## src/rtl/uart_rx_fifo_if.sv

```systemverilog
// CPU load-path port of the UART receiver: load strobe/address in, read data and
// pending-data interrupt out.
interface uart_rx_fifo_if;
  logic        rd;
  logic [31:0] addr;
  logic [31:0] rdata;
  logic        irq;

  modport master (output rd, addr, input rdata, irq);
  modport slave  (input rd, addr, output rdata, irq);
endinterface

```

## src/rtl/uart_rx_fifo.sv

```systemverilog
// 16x-oversampling UART receiver with a 4-entry byte FIFO, read through the CPU
// MEM-stage load path at RXD (0x40000018) and STAT (0x4000001C).
//
// state | meaning
// IDLE  | line idle, waiting for a falling edge on the synchronised input
// START | start bit, checked again at mid-bit (8th tick) to reject glitches
// DATA  | 8 data bits sampled every 16 ticks, LSB first
// STOP  | stop bit sampled 16 ticks after bit 7; push, overrun or framing error
module uart_rx_fifo #(
  parameter int TICK_DIV   = 325,
  parameter int FIFO_DEPTH = 4
) (
  input  logic          clk,
  input  logic          reset,
  input  logic          din,
  uart_rx_fifo_if.slave bus
);

  localparam logic [31:0] ADDR_RXD  = 32'h4000_0018;
  localparam logic [31:0] ADDR_STAT = 32'h4000_001C;
  localparam logic [15:0] TICK_LOAD = 16'(TICK_DIV - 1);
  localparam logic [2:0]  FULL_CNT  = 3'(FIFO_DEPTH);

  typedef enum logic [1:0] {
    IDLE  = 2'd0,
    START = 2'd1,
    DATA  = 2'd2,
    STOP  = 2'd3
  } state_t;

  state_t      state_q, state_d;
  logic        sync1, rx_s, rx_s_d;
  logic        fall;
  logic [15:0] tick_cnt;
  logic        tick;
  logic [3:0]  sub_cnt;
  logic [2:0]  bit_cnt;
  logic [7:0]  shreg;

  logic        restart, sub_clr, shift_en, stop_ok, stop_bad;

  logic [7:0]  mem [FIFO_DEPTH];
  logic [1:0]  wptr, rptr;
  logic [2:0]  count;
  logic        ovr, ferr;
  logic        full, nonempty;
  logic        sel_rxd, sel_stat;
  logic        push, pop, ovr_set, stat_clr;

  // Synchroniser and falling-edge detect; reset high so the idle line gives no edge.
  always_ff @(posedge clk) begin
    if (reset) begin
      sync1  <= 1'b1;
      rx_s   <= 1'b1;
      rx_s_d <= 1'b1;
    end else begin
      sync1  <= din;
      rx_s   <= sync1;
      rx_s_d <= rx_s;
    end
  end

  assign fall = rx_s_d & ~rx_s;

  // Oversample timer: down-counter, tick on terminal count, reloaded at frame start.
  assign tick = (tick_cnt == 16'd0);

  always_ff @(posedge clk) begin
    if (reset) begin
      tick_cnt <= 16'd0;
    end else if (restart || tick) begin
      tick_cnt <= TICK_LOAD;
    end else begin
      tick_cnt <= tick_cnt - 16'd1;
    end
  end

  always_ff @(posedge clk) begin
    if (reset) begin
      state_q <= IDLE;
    end else begin
      state_q <= state_d;
    end
  end

  always_comb begin
    state_d  = state_q;
    restart  = 1'b0;
    sub_clr  = 1'b0;
    shift_en = 1'b0;
    stop_ok  = 1'b0;
    stop_bad = 1'b0;
    case (state_q)
      IDLE: begin
        if (fall) begin
          state_d = START;
          restart = 1'b1;
          sub_clr = 1'b1;
        end
      end
      START: begin
        if (tick && sub_cnt == 4'd7) begin
          if (!rx_s) begin
            state_d = DATA;
            sub_clr = 1'b1;
          end else begin
            state_d = IDLE;
          end
        end
      end
      DATA: begin
        if (tick && sub_cnt == 4'd15) begin
          shift_en = 1'b1;
          if (bit_cnt == 3'd7) begin
            state_d = STOP;
          end
        end
      end
      STOP: begin
        if (tick && sub_cnt == 4'd15) begin
          state_d  = IDLE;
          stop_ok  = rx_s;
          stop_bad = ~rx_s;
        end
      end
      default: state_d = IDLE;
    endcase
  end

  // sub_cnt wraps modulo 16, so DATA/STOP need no explicit clear between bits.
  always_ff @(posedge clk) begin
    if (reset) begin
      sub_cnt <= 4'd0;
      bit_cnt <= 3'd0;
      shreg   <= 8'h00;
    end else begin
      if (sub_clr) begin
        sub_cnt <= 4'd0;
      end else if (tick) begin
        sub_cnt <= sub_cnt + 4'd1;
      end
      if (sub_clr) begin
        bit_cnt <= 3'd0;
      end else if (shift_en) begin
        bit_cnt <= bit_cnt + 3'd1;
      end
      if (shift_en) begin
        shreg <= {rx_s, shreg[7:1]};
      end
    end
  end

  assign full     = (count == FULL_CNT);
  assign nonempty = (count != 3'd0);
  assign sel_rxd  = (bus.addr == ADDR_RXD);
  assign sel_stat = (bus.addr == ADDR_STAT);
  assign pop      = bus.rd & sel_rxd & nonempty;
  assign stat_clr = bus.rd & sel_stat;
  // A pop on the stop-sample edge frees the slot the new byte needs.
  assign push     = stop_ok & (~full | pop);
  assign ovr_set  = stop_ok & full & ~pop;

  // Storage is left unreset; reads are masked by the count.
  always_ff @(posedge clk) begin
    if (push) begin
      mem[wptr] <= shreg;
    end
  end

  always_ff @(posedge clk) begin
    if (reset) begin
      wptr  <= 2'd0;
      rptr  <= 2'd0;
      count <= 3'd0;
      ovr   <= 1'b0;
      ferr  <= 1'b0;
    end else begin
      if (push) begin
        wptr <= wptr + 2'd1;
      end
      if (pop) begin
        rptr <= rptr + 2'd1;
      end
      case ({push, pop})
        2'b10:   count <= count + 3'd1;
        2'b01:   count <= count - 3'd1;
        default: count <= count;
      endcase
      ovr  <= (ovr  & ~stat_clr) | ovr_set;
      ferr <= (ferr & ~stat_clr) | stop_bad;
    end
  end

  always_comb begin
    bus.rdata = 32'h0;
    if (sel_rxd && nonempty) begin
      bus.rdata = {24'h0, mem[rptr]};
    end else if (sel_stat) begin
      bus.rdata = {25'h0, count, ferr, ovr, full, nonempty};
    end
  end

  assign bus.irq = nonempty;

endmodule

```

## src/flat_wrapper.sv

```systemverilog
// flat-port wrapper written by rule: the top's interface ports become plain ports
module uart_rx_fifo_flat 
#(
  parameter int TICK_DIV   = 325,
  parameter int FIFO_DEPTH = 4
)
  (clk, reset, din, bus_rd, bus_addr, bus_rdata, bus_irq);
  uart_rx_fifo_if bus_i ();
  input  logic clk;
  input  logic reset;
  input  logic din;
  input wire logic [$bits(bus_i.rd)-1:0] bus_rd;
  input wire logic [$bits(bus_i.addr)-1:0] bus_addr;
  output wire logic [$bits(bus_i.rdata)-1:0] bus_rdata;
  output wire logic [$bits(bus_i.irq)-1:0] bus_irq;
  assign bus_i.rd = bus_rd;
  assign bus_i.addr = bus_addr;
  assign bus_rdata = bus_i.rdata;
  assign bus_irq = bus_i.irq;
  uart_rx_fifo #(.TICK_DIV(TICK_DIV), .FIFO_DEPTH(FIFO_DEPTH)) u_core (.clk(clk), .reset(reset), .din(din), .bus(bus_i));
endmodule
```

## config.mk

```make
export PLATFORM = sky130hd
export DESIGN_NAME = uart_rx_fifo_flat
export DESIGN_NICKNAME = d
export VERILOG_FILES = /design/src/rtl/uart_rx_fifo_if.sv /design/src/rtl/uart_rx_fifo.sv /design/src/flat_wrapper.sv
export SDC_FILE = /design/constraint.sdc
export NUM_CORES = 1
export LEC_CHECK = 0
export CORE_ASPECT_RATIO = 1.4
export CORE_MARGIN = 3
export CORE_UTILIZATION = 52
export CTS_BUF_LIST = sky130_fd_sc_hd__clkbuf_4
export CTS_CLUSTER_DIAMETER = 150
export DETAILED_ROUTE_END_ITERATION = 7
export HOLD_SLACK_MARGIN = 0.05
export PLACE_DENSITY = 0.91
export SLEW_MARGIN = 20
export SYNTH_ARGS = -nofsm -noshare
export SYNTH_HDL_FRONTEND = slang
export SYNTH_SLANG_ARGS = --single-unit
```

## constraint.sdc

```tcl
create_clock -name clk -period 4.28 [get_ports clk]
set_input_delay 0.856 -clock clk [delete_from_list [all_inputs] [get_ports clk]]
set_output_delay 0.856 -clock clk [all_outputs]
set_load 0.005 [all_outputs]
```

==> impl_metrics.env <==
export IMPL_arrival_ns=3.22
export IMPL_rsz0062_at_grt="no"
export IMPL_drv_slew=0
export IMPL_yosys_area_top_type="edfxtp_1"
export IMPL_tns_ns=0
export IMPL_grt_max_degree=28
export IMPL_die_x_um=77.3
export IMPL_clock_skew_final_ns=0.0173
export IMPL_cp_slowest_cell="clkdlybuf4s50_1"
export IMPL_power_density_nw_per_um2=425
export IMPL_numClockSinks=79
export IMPL_avgRoutedWirePerCell_um=16.0
export IMPL_drtAntennaViolNets=0
export IMPL_multi_input_area_um2=1600
export IMPL_vias_per_cell=5.44
export IMPL_synth_async_reset_ratio=0
export IMPL_cts_htree_levels=3
export IMPL_cts_root_buf="clkbuf_4"
export IMPL_placed_area_um2=4130
export IMPL_antenna_found_initial=0
export IMPL_first_pass_iters=4
export IMPL_post_cts_setup_buffer_count=0
export IMPL_timing_critical_path_mode_cell="clkdlybuf4s50_1"
export IMPL_tightestPinTransition_ns=0.701
export IMPL_setup_violations_final=0
export IMPL_fin_area_um2=4230
export IMPL_io_pin_count=69
export IMPL_syn_instance_count=313
export IMPL_crit_chain="clkdlybuf4s50_1 > nor4_2 > nand4_2 > or2_4 > nor3_2 > a22o_1 > clkdlybuf4s50_1"
export IMPL_critical_path_top_delay_family="simple AND/OR/NAND/NOR gates"
export IMPL_min_period_over_period=0.952
export IMPL_period_minus_slack_ns=4.07
export IMPL_grtUsageTotal=0.192
export IMPL_drc=0
export IMPL_required_ns=3.42
export IMPL_synth_area_top_cells="edfxtp_1, dfxtp_1, buf_4, mux4_2, nor2_1"
export IMPL_yosysSeqAreaShare=0.514
export IMPL_cts_resized=0
export IMPL_synth_top_cell_area_share=0.260
export IMPL_dpl_worst_slack_ns=0.178
export IMPL_avgSynthCellArea_um2=11.8
export IMPL_max_vdd_ir_drop_uv=281
export IMPL_gp_congestion=0.800
export IMPL_fillers=515
export IMPL_cp_slowest_stage_delay_ns=0.52
export IMPL_drive_gt1_frac=0.137
export IMPL_start_util=0.548
export IMPL_dpl_hpwl_um=5460
export IMPL_r2r_slack_ns=1.41
export IMPL_synthesis_area_um2=3700
export IMPL_synth_warning_count=0
export IMPL_clk_latency_ns=0.42
export IMPL_max_clock_path_buffers=2
export IMPL_ys_ff_latch=79
export IMPL_die_area_um2=8170
export IMPL_hold_class="reg -> reg"
export IMPL_p_leak_uw=0.00159
export IMPL_vias=2493
export IMPL_port_buffers=44
export IMPL_fin_ws_ns=0.206
export IMPL_crit_type="in -> out"
export IMPL_area_growth_pct=14.4
export IMPL_synth_edff_count=32
export IMPL_rows=35
export IMPL_core_area_um2=6740
export IMPL_synth_cell_types=59
export IMPL_synth_top_flop_cell="dfxtp_1"
export IMPL_cp_max_fo=6
export IMPL_grt_pass1_vias=2518
export IMPL_cts_buffers=9
export IMPL_nets=408
export IMPL_fin_util=0.628
export IMPL_holdBufCountCts=0
export IMPL_slew_headroom=0.531
export IMPL_drv_cap=0
export IMPL_seqCellArea_um2=1900
export IMPL_cts_tree="built"
export IMPL_holdWs_ns=0.435
export IMPL_clk_pin_slew_ns=0.13
export IMPL_fmax_mhz=245
export IMPL_drt_iter0_markers=174
export IMPL_gr_total_overflow=0
export IMPL_outcome="finished clean"
export IMPL_die_h_um=106
export IMPL_wl_um=7320
export IMPL_start_kind="primary input"
export IMPL_critPathBufInv=2
export IMPL_hold_violations=0
export IMPL_cp_end_kind="primary output"
export IMPL_grt_pass1_wl_um=12300
export IMPL_num_antenna_cells=0
-- cells in the final DEF, fill, tap and decap left out, types with 4 or more instances in the layout --
master	count
a21oi_1	8
conb_1	24
xnor2_1	10
nand2_1	9
nor4b_2	4
clkbuf_4	9
and2_1	4
nor2_1	41
ha_1	10
xor2_1	10
mux2i_1	12
dfxtp_1	47
inv_1	13
clkdlybuf4s50_1	44
a22o_1	5
mux4_2	8
edfxtp_1	32
nor3_1	10
nor4_1	5
-- power breakdown --
| part | internal, uW | leakage, uW | switching [uW] | total [uW] |
|---|---|---|---|---|
| registers | 856 | 0.000678 | 85.7 | 942 |
| logic | 232 | 0.000859 | 266 | 498 |
| clock network | 113 | 0.0000544 | 245 | 358 |
| total | 1200 | 0.00159 | 597 | 1800 |
-- flip-flops by register name, summed over array words and instances, names as in the netlist, 2 cells and up, named ones only --
| name | count |
|---|---|
| u_core.mem | 32 |
| u_core.bit_cnt | 3 |
| u_core.count | 3 |
| u_core.shreg | 8 |
| u_core.sub_cnt | 4 |
| u_core.wptr | 2 |
| u_core.rptr | 2 |
| u_core.tick_cnt | 16 |
-- synthesized netlist by cell type (all sizes together), types with 3 or more instances --
| library cell | count |
|---|---|
| a21oi | 8 |
| a22o | 5 |
| and2 | 5 |
| and4 | 4 |
| buf | 28 |
| clkbuf | 4 |
| dfxtp | 47 |
| edfxtp | 32 |
| ha | 10 |
| inv | 13 |
| mux2i | 12 |
| mux4 | 8 |
| nand2 | 9 |
| nand3 | 3 |
| nand4 | 5 |
| nor2 | 41 |
| nor3 | 12 |
| nor4 | 8 |
| nor4b | 6 |
| or2 | 3 |
| or3 | 3 |
| xnor2 | 10 |
| xor2 | 10 |
-- final timing paths --
check	startpoint	end	cells past startpoint
min reg2reg	u_core.sync1	u_core.rx_s	1
max reg2reg	u_core.count[2]	u_core.count[2]	10
min	u_core.sync1	u_core.rx_s	1
max	bus_addr[13]	bus_rdata[6]	7
-- through the flow --
stage,std cells,power [uW]
after floorplan,336,1350
final,458,1800
after global routing,458,1920
after CTS,458,1810
after detailed placement,442,1450
after global placement,442,1420
-- worst register-to-register path: stages, from the launching register on --
cell and delay (ns):
dfxtp_1 0.44, nor3_1 0.50, nor4b_2 0.20, o2111a_2 0.34, inv_1 0.08, ha_1 0.20
inv_1 0.07, fa_1 0.37, xor2_1 0.16, or3_1 0.30, a21oi_1 0.15
-- final cells by class --
cell class                 instances  area share
clock buffer                       9      0.0160
clock inverter                     7     0.00946
inverter                          13      0.0115
multi-input combinational        212       0.379
sequential                        79       0.449
tap                               92      0.0272
timing repair buffer              46       0.108
-- per-layer routing --
layer / share of wire / global-route usage / wire length [um] / vias to the layer above
met2: 0.54 / 0.347 / 3940 / 115
met3: 0.082 / 0.0504 / 599 / 15
met1: 0.36 / 0.202 / 2630 / 1186
met4: 0.021 / 0.0954 / 155 / 0
li1: - / - / - / 1177
met5: 0 / 0 / 0 / -
-- cell families (layout without fill, tap and decap cells) --
kind of cell | Yosys count | in the layout | synth area share
flops | 79 | 79 | 0.514
buf+inv | 45 | 75 | 0.0754
xor+xnor | 20 | 20 | 0.0474
other cells | 1 | 24 | 0.00101
simple gates | 108 | 108 | 0.177
fa+ha+maj | 11 | 11 | 0.0392
mux | 22 | 22 | 0.0883
compound gates | 27 | 27 | 0.0575
(Power assumes the default switching activity.)
